===== src/rtl/data_cache_pkg.sv =====
// Shared encodings for the L1 data cache: controller states and memory write-enable levels.
package data_cache_pkg;

    typedef enum logic [1:0] {
        IDLE    = 2'd0,
        RD_MISS = 2'd1,
        WR_THRU = 2'd2
    } state_t;

    localparam logic MEM_WE_READ  = 1'b0;
    localparam logic MEM_WE_WRITE = 1'b1;

endpackage


===== src/rtl/data_cache_store.sv =====
// Line storage for the direct-mapped cache: LINES x {valid, tag, data}.
// Asynchronous read port, one synchronous write port; reset clears only the valid bits.
module cache_store #(
    parameter int LINES   = 16,
    parameter int INDEX_W = 4,
    parameter int TAG_W   = 26
) (
    input  logic               clk,
    input  logic               reset,
    input  logic [INDEX_W-1:0] rd_index,
    output logic               rd_valid,
    output logic [TAG_W-1:0]   rd_tag,
    output logic [31:0]        rd_data,
    input  logic               wr_en,
    input  logic [INDEX_W-1:0] wr_index,
    input  logic [TAG_W-1:0]   wr_tag,
    input  logic [31:0]        wr_data
);

    logic [LINES-1:0] valid;
    logic [TAG_W-1:0] tag_arr  [LINES];
    logic [31:0]      data_arr [LINES];

    always_ff @(posedge clk or negedge reset) begin
        if (!reset) begin
            valid <= '0;
        end else if (wr_en) begin
            valid[wr_index] <= 1'b1;
        end
    end

    // Tag/data contents survive reset; only valid decides whether they are usable.
    always_ff @(posedge clk) begin
        if (wr_en) begin
            tag_arr[wr_index]  <= wr_tag;
            data_arr[wr_index] <= wr_data;
        end
    end

    assign rd_valid = valid[rd_index];
    assign rd_tag   = tag_arr[rd_index];
    assign rd_data  = data_arr[rd_index];

endmodule


===== src/rtl/data_cache.sv =====
// Direct-mapped, write-through, no-write-allocate L1 data cache (one word per line)
// with a req/ack main-memory port and a stall output to the hazard unit.
module data_cache
    import data_cache_pkg::*;
#(
    parameter int LINES = 16
) (
    input  logic        clk,
    input  logic        reset,
    input  logic [31:0] cpu_addr,
    input  logic [31:0] cpu_wdata,
    input  logic        cpu_read,
    input  logic        cpu_write,
    output logic [31:0] cpu_rdata,
    output logic        stall,
    output logic        mem_req,
    output logic        mem_we,
    output logic [31:0] mem_addr,
    output logic [31:0] mem_wdata,
    input  logic        mem_ack,
    input  logic [31:0] mem_rdata
);

    localparam int INDEX_W = $clog2(LINES);
    localparam int TAG_W   = 30 - INDEX_W;

    state_t state, next;

    logic [INDEX_W-1:0] cpu_index, lat_index, rd_index;
    logic [TAG_W-1:0]   cpu_tag, lat_tag, rd_tag, cmp_tag;
    logic               rd_valid, hit, wr_en;
    logic [31:0]        rd_data, wr_data;
    logic               unused_bits;

    assign unused_bits = ^cpu_addr[1:0];

    // The registered mem_addr/mem_wdata double as the latched request.
    assign cpu_index = cpu_addr[INDEX_W+1:2];
    assign cpu_tag   = cpu_addr[31:INDEX_W+2];
    assign lat_index = mem_addr[INDEX_W+1:2];
    assign lat_tag   = mem_addr[31:INDEX_W+2];

    assign rd_index = (state == IDLE) ? cpu_index : lat_index;
    assign cmp_tag  = (state == IDLE) ? cpu_tag : lat_tag;
    assign hit      = rd_valid && (rd_tag == cmp_tag);

    cache_store #(
        .LINES  (LINES),
        .INDEX_W(INDEX_W),
        .TAG_W  (TAG_W)
    ) u_store (
        .clk     (clk),
        .reset   (reset),
        .rd_index(rd_index),
        .rd_valid(rd_valid),
        .rd_tag  (rd_tag),
        .rd_data (rd_data),
        .wr_en   (wr_en),
        .wr_index(lat_index),
        .wr_tag  (lat_tag),
        .wr_data (wr_data)
    );

    always_comb begin
        next      = state;
        stall     = 1'b0;
        cpu_rdata = '0;
        wr_en     = 1'b0;
        wr_data   = mem_rdata;
        case (state)
            IDLE: begin
                if (cpu_write) begin
                    next  = WR_THRU;
                    stall = 1'b1;
                end else if (cpu_read) begin
                    if (hit) begin
                        cpu_rdata = rd_data;
                    end else begin
                        next  = RD_MISS;
                        stall = 1'b1;
                    end
                end
            end
            RD_MISS: begin
                if (mem_ack) begin
                    cpu_rdata = mem_rdata;
                    wr_en     = 1'b1;
                    next      = IDLE;
                end else begin
                    stall = 1'b1;
                end
            end
            WR_THRU: begin
                wr_data = mem_wdata;
                if (mem_ack) begin
                    wr_en = hit;
                    next  = IDLE;
                end else begin
                    stall = 1'b1;
                end
            end
            default: next = IDLE;
        endcase
        // Nothing may hold the pipeline while reset is asserted.
        if (!reset) stall = 1'b0;
    end

    always_ff @(posedge clk or negedge reset) begin
        if (!reset) begin
            state     <= IDLE;
            mem_req   <= 1'b0;
            mem_we    <= MEM_WE_READ;
            mem_addr  <= '0;
            mem_wdata <= '0;
        end else begin
            state <= next;
            if (state == IDLE && next != IDLE) begin
                mem_req  <= 1'b1;
                mem_we   <= (next == WR_THRU) ? MEM_WE_WRITE : MEM_WE_READ;
                mem_addr <= {cpu_addr[31:2], 2'b00};
                if (next == WR_THRU) mem_wdata <= cpu_wdata;
            end else if (state != IDLE && next == IDLE) begin
                mem_req <= 1'b0;
                mem_we  <= MEM_WE_READ;
            end
        end
    end

endmodule

===== config.mk =====
export PLATFORM = sky130hd
export DESIGN_NAME = data_cache
export DESIGN_NICKNAME = d
export VERILOG_FILES = /design/src/rtl/data_cache_pkg.sv /design/src/rtl/data_cache_store.sv /design/src/rtl/data_cache.sv
export SDC_FILE = /design/constraint.sdc
export NUM_CORES = 1
export LEC_CHECK = 0
export BUFFER_PORTS_ARGS = -buffer_cell sky130_fd_sc_hd__clkbuf_2
export CAP_MARGIN = 40
export CORE_MARGIN = 1
export CORE_UTILIZATION = 55
export CTS_BUF_LIST = sky130_fd_sc_hd__clkbuf_16
export DETAILED_ROUTE_END_ITERATION = 10
export PLACE_DENSITY_LB_ADDON = 0.08
export REMOVE_ABC_BUFFERS = 1
export SYNTH_ARGS = -nofsm -noshare
export SYNTH_HDL_FRONTEND = slang
export SYNTH_SLANG_ARGS = --single-unit

===== constraint.sdc =====
create_clock -name clk -period 9.5 [get_ports clk]
set_clock_uncertainty 0.15 [all_clocks]
set_input_delay 0.475 -clock clk [delete_from_list [all_inputs] [get_ports clk]]
set_output_delay 0.475 -clock clk [all_outputs]
set_load 0.05 [all_outputs]

# Yosys cells after proc, flatten, opt, wreduce, memory -nomap -nowiden

Memories as Yosys holds them, arrays and structs flattened.
Cells that the tools add are included.

Register bits after elaboration: 82
Memory bits (writable): 928
Input port bits: 101
Output and inout bits: 99
Memories: 2

Memory list:

| memory           | depth | width | rd ports | clocked after memory_dff | write ports | RTL line               | text |
|---|---|---|---|---|---|---|---|
| u_store.data_arr | 16    | 32    | 1        | 0                        | 1           | data_cache_store.sv:22 | `logic [31:0] data_arr [LINES];` |
| u_store.tag_arr  | 16    | 26    | 1        | 0                        | 1           | data_cache_store.sv:21 | `logic [TAG_W-1:0] tag_arr [LINES];` |

$lt $le $gt $ge: 3
Eq/ne operators: 4
Muxes and demuxes: 32
Bitwise logic cells: 1
Reductions and logical operators: 11

Operators by type and width:

| cell                                                       | count |
|---|---|
| two-way mux 32 bit                                         | 5 |
| case mux 32 bit (2 select lines)                           | 1 |
| == test 26 bit                                             | 1 |
| two-way mux 26 bit                                         | 1 |
| bitwise OR 16 bit                                          | 1 |
| two-way mux 1 bit                                          | 15 |
| less-than comparator 4 x 5 -> 1 bit, second input constant | 2 |
| two-way mux 2 bit                                          | 4 |
| nonzero test 2 bit                                         | 3 |
| binary-select mux 1 bit (select 4 bit)                     | 1 |
| demux 1 bit (select 4 bit)                                 | 1 |
| == test 2 bit, second input constant                       | 2 |
| >= comparator 4 x 1 -> 1 bit, second input constant        | 1 |
| logical AND 1 bit                                          | 4 |
| logical NOT 2 bit                                          | 2 |
| two-way mux 4 bit                                          | 1 |
| case mux 1 bit (2 select lines)                            | 2 |
| case mux 2 bit (2 select lines)                            | 1 |
| == test 2 x 1 -> 1 bit, second input constant              | 1 |
| AND reduction 2 bit                                        | 1 |
| OR reduction 2 bit                                         | 1 |

# Depth between registers and ports, before layout

Depth in word-level cells: 13
Mapped depth: 29

# Modules after synthesis

A second synthesis with hierarchy kept.

Cell total of the unflattened synthesis: 1800
Area, all modules: 39330.2 sq um

Modules (own cells, without submodules):

| module      | instances | cells an instance | area each (sq um) | sequential area each (sq um) |
|---|---|---|---|---|
| cache_store | 1         | 1479              | 35293.8           | 28267.1 |
| data_cache  | 1         | 321               | 4036.4            | 1651.6 |

# Worst setup path before layout

Ideal clock, no wire load.

Kind: reg2reg
Start: register state[1]
End: memory u_store.data_arr[9][0], enable pin
Arrival: 5.977 ns
Slack: 2.899 ns
Stages on the path, launching flop included: 17
Buffers on the path: 5
Clock period less this slack: 6.601 ns
Cell sequence: dfrtp_1 inv_1 ha_1 buf_4 mux2_1 buf_6 buf_6 buf_6 buf_4 mux2i_1 mux2i_1 xor2_1 a221o_1 or4_1 nor4_1 a41oi_1 nor2_1

Cells in the longest elaborated chain, start to end: 9
Elaborated cells between the ends (all ways): 14

Ends and longest elaborated chain:

| what                                                                                  | RTL line                                 | text |
|---|---|---|
| start: declaration                                                                    | data_cache.sv:27                         | `state_t state, next;` |
| start signal: assignment                                                              | data_cache.sv:116                        | `state <= next;` |
| logical NOT 2 bit                                                                     | data_cache.sv:43, data_cache.sv:44       |  |
| two-way mux 4 bit                                                                     | data_cache.sv:43                         | `assign rd_index = (state == IDLE) ? cpu_index : lat_index;` |
| memory (16 x 26 bit) / binary-select mux 1 bit (select 4 bit) (equally long branches) | --                                       |  |
| == test 26 bit / two-way mux 1 bit (equally long branches)                            | data_cache.sv:45, data_cache_store.sv:40 |  |
| logical AND 1 bit                                                                     | data_cache.sv:45                         | `assign hit = rd_valid && (rd_tag == cmp_tag);` |
| two-way mux 1 bit                                                                     | data_cache.sv:95                         | `if (mem_ack) begin` |
| case mux 1 bit (2 select lines) (*)                                                   | data_cache.sv:70                         | `case (state)` |
| two-way mux 1 bit (*)                                                                 | data_cache_store.sv:34                   | `if (wr_en) begin` |
| two-way mux 1 bit (implied by the code) (*)                                           | data_cache_store.sv:36                   | `data_arr[wr_index] <= wr_data;` |
| end: declaration                                                                      | data_cache_store.sv:22                   |  |

Mark *: on every way between the ends. The rest lies on a longest branch, timed or not. The select of a mux whose other input is x is not followed.

# Worst setup path in the final report

Start: register state[1]
End: memory u_store.data_arr[8][29], enable pin

The elaborated chain is that of the path after synthesis.

==> results by group <==
Run status
  • Outcome: finished clean

Placement
  • Pre-CTS setup slack: approximately 2.0 ns
  • Post-DP HPWL: about 62000 µm
  • Final GP Congestion: roughly 0.85
  • Cell Area, Placed: roughly 0.044 mm²
  • Number of buffers added on ports: 195

Layout
  • NumNets Final: ~2900
  • Share of cells above drive strength 1: between 20% and 30%
  • Final cell area excluding filler cells: about 0.048 mm²
  • P&R area growth vs syn: 14.8%
  • # fillers: between 5000 and 6000

Logic synthesis
  • Ys flop type: edfxtp_1
  • Post-synth EDFFs: about 930
  • Synth cell types: between 60 and 70
  • Synthesized flop and latch total: between 1000 and 1500
  • Fraction of registers with async set/reset: 8.12%
  • Ranking of synthesized cells by area: edfxtp_1, mux4_2, dfrtp_1
  • Seq/Total Area, Yosys: between 70% and 80%
  • Synth top area share: about two thirds
  • Synthesized area: between 0.04 and 0.05 mm²
  • Yosys top cell by area: edfxtp_1
  • Post-Syn Instances: 2596
  • Yosys warns: 0
  • Post-Syn Area per Cell: roughly 16 µm²

Worst setup path
  • Critical Path Start Type: flop
  • Reg2Reg Setup Slack: between 1.5 and 2 ns
  • Crit path required time: a little under 10 ns
  • CP arrival: approximately 7.8 ns
  • CP Class: reg2reg
  • Worst Setup End Kind: flop
  • Crit path max fanout: 38

Pwr
  • Sequential Power Share: 37.2%
  • Maximum vdd ir drop: approximately 0.2 mV
  • Combinational share of power: 37.7%
  • Internal: between 10000 and 15000 µW
  • Sw Share: a little under two fifths
  • Leakage Power: between 0.015 and 0.02 µW
  • Clock power share: roughly a quarter
  • Pwr Density: 336 mW/mm²
  • Net Switching: around 6000 µW

Drt
  • Routed wire length: 109000 µm
  • Remaining DRCs: 0
  • WL/cell: 28.0 µm
  • Top layer used by detailed routing: met5
  • M1 WL: ~44000 µm
  • Met2 WL: about 54000 µm
  • Met3 WL: roughly 8000 µm
  • DR iter-0 viols: 2799
  • Vias per std cell: around 6.4
  • Final ANT Viol Nets: 0
  • DR pass1 iterations: 6
  • DR vias: around 25000

STA
  • Max-slew violations: 0
  • Crit share post-route: roughly 80%
  • Slew @ Worst Pin: between 0.8 and 0.9 ns
  • Final min period: about 7.6 ns
  • RSZ-0062 raised after global routing: no
  • Slew headroom: around 40%
  • # setup viols final: 0
  • Final Hold Viols: 0
  • Fin worst setup slack: between 1.5 and 2 ns
  • FMAX: around 130 MHz

Global routing
  • Largest net degree at the start of global routing: 86
  • First-pass GRT wire length: 161000 µm
  • Initial antenna violation count: 3
  • Total GRT Usage: approximately 28%
  • Vias in the first global route: about 25000
  • Grt total ovfl: 0

Clock tree
  • Clock root cell: clkbuf_16
  • Clk buf depth: 3
  • H-tree depth: 3
  • CTS tree: done
  • CTS buffer count: a little over 100
  • Clk Latency, worst-skew pair: 0.67 ns
  • Clk pin slew, worst setup/hold paths: ~0.06 ns
  • CTS Sinks: about 1000

Run
  • Max-Cap Viols: 0

Floorplan
  • Initial Util: 56.0%
  • Die width: 278 µm
  • Die area: 0.0774 mm²
  • Core area: around 0.075 mm²
  • Ports: 200
  • Die Ht: roughly 280 µm
  • # rows: 100

Worst hold path
  • Worst min path class: in2reg
state kept, by name, summed over array words and instances (netlist names):
| register | flops |
|---|---|
| u_store.tag_arr | 416 |
| mem_we | 1 |
| u_store.valid | 16 |
| mem_req | 1 |
| state | 2 |
| mem_addr | 30 |
| u_store.data_arr | 512 |
| mem_wdata | 32 |
cell type report:
| cell class | count | area (µm²) | area share, % |
|---|---|---|---|
| multi-input cells | 1410 | 11500 | 23.8 |
| diodes | 1 | 2.50 | 0.00519 |
| repair buffers | 299 | 2110 | 4.38 |
| well taps | 969 | 1210 | 2.52 |
| clock inverters | 85 | 813 | 1.69 |
| clock buffers | 104 | 2600 | 5.40 |
| flip-flops and latches | 1010 | 29900 | 62.1 |
| inverters | 11 | 41.3 | 0.0857 |
synthesized netlist by cell type (all sizes together), types with 4 or more instances:
cell and instances:
a221o 5, dfrtp 82, nand3 53, nand2b 7, inv 11, and2 6, mux2 73, nand3b 8
xnor2 20, nand2 431, and3 7, nor3 9, nor2b 4, mux4 176, xor2 5, nand4 71
a21oi 106, a22o 5, a311o 4, nor2 91, clkbuf 94, nor4 7, or3 6, edfxtp 928
o22ai 7, a221oi 4, o32ai 5, a32o 9, a21o 6, ha 5, a32oi 22, a31o 4
mux2i 95, o211ai 34, buf 72, or4 7, o21ai 75
logic make-up after synthesis:
kind of cell    synth area share [%]
flops                           71.3
simple gates                    7.51
mux                             13.7
compound gates                  4.88
buf+inv                         1.95
xor+xnor                       0.522
fa+ha+maj                      0.149
other cells                  0.00894
layer usage:
metal  GRT usage [%]  vias up
li1                -    10700
met2            47.5     1112
met5               0        -
met1            39.2    12900
met3            4.14      176
met4            8.37        2
critical path, cell delays in order, from the launching register on:
cell	delay (ns)
dfrtp_1	0.47
inv_1	0.15
ha_4	0.66
mux2i_4	0.86
buf_4	0.54
nand2_1	0.10
a32o_1	0.26
a221oi_1	0.52
o22ai_1	0.24
a211o_1	0.29
a2111oi_4	0.30
buf_4	0.38
and3_2	0.59
buf_4	0.49
a31o_4	0.65
buf_12	0.36
power by group through the flow:
stage                     combinational (µW)  sequential [µW]  clock (µW)
after floorplan                         4350             6340           0
after global placement                  5910             6070           0
after detailed placement                6100             6110           0
after CTS                               6130             6010        4120
after global routing                    6530             6070        4290
final                                   6110             6020        4070
placed cells by master (no fill, tap or decap), drive strengths merged, types with 16 or more instances in the layout:
cell type / synthesis / routed
nand4: 71 / 71
xnor2: 20 / 20
mux2i: 95 / 95
dlygate4sd3: 0 / 28
mux2: 73 / 73
clkbuf: 94 / 298
bufinv: 0 / 16
clkinv: 0 / 39
mux4: 176 / 176
nand3: 53 / 53
o211ai: 34 / 34
nor2: 91 / 91
nand2: 431 / 431
dfrtp: 82 / 82
edfxtp: 928 / 928
a32oi: 22 / 22
inv: 11 / 36
a21oi: 106 / 106
o21ai: 75 / 75
buf: 72 / 77
what timing repair did:
action	CTS	global route
setup buffers	0	0
endpoints found under the hold margin	47	0
hold buffers	28	0
resized for setup	0	0
endpoints found under the setup margin	0	0
per-stage QoR:
step           TNS (ns)  cells  utilization, %  hold slack (ns)  power, µW
2_1_floorplan  -7145.99   2431               -           0.0294      10700
3_3_place_gp          0   3660            59.0            0.267      12000
3_5_place_dp          0   3671            59.4            0.277      12200
4_1_cts               0   3888            64.3           0.0124      16300
5_1_grt               0   3888            64.3           0.0482      16900
6_report              0   3889            64.3           0.0435      16200
worst paths after layout:
| kind | from | end | cells after the start |
|---|---|---|---|
| setup / recovery | state[1] | u_store.data_arr[8][29] | 15 |
| hold / removal | cpu_wdata[17] | mem_wdata[17] | 5 |
| setup reg to reg | state[1] | u_store.data_arr[8][29] | 15 |
| hold reg to reg | u_store.valid[7] | u_store.valid[7] | 1 |
| max in group asynchronous | reset | mem_wdata[8] | 4 |
| min in group asynchronous | reset | mem_addr[28] | 2 |
No activity file was read; power rests on OpenSTA's default activity.
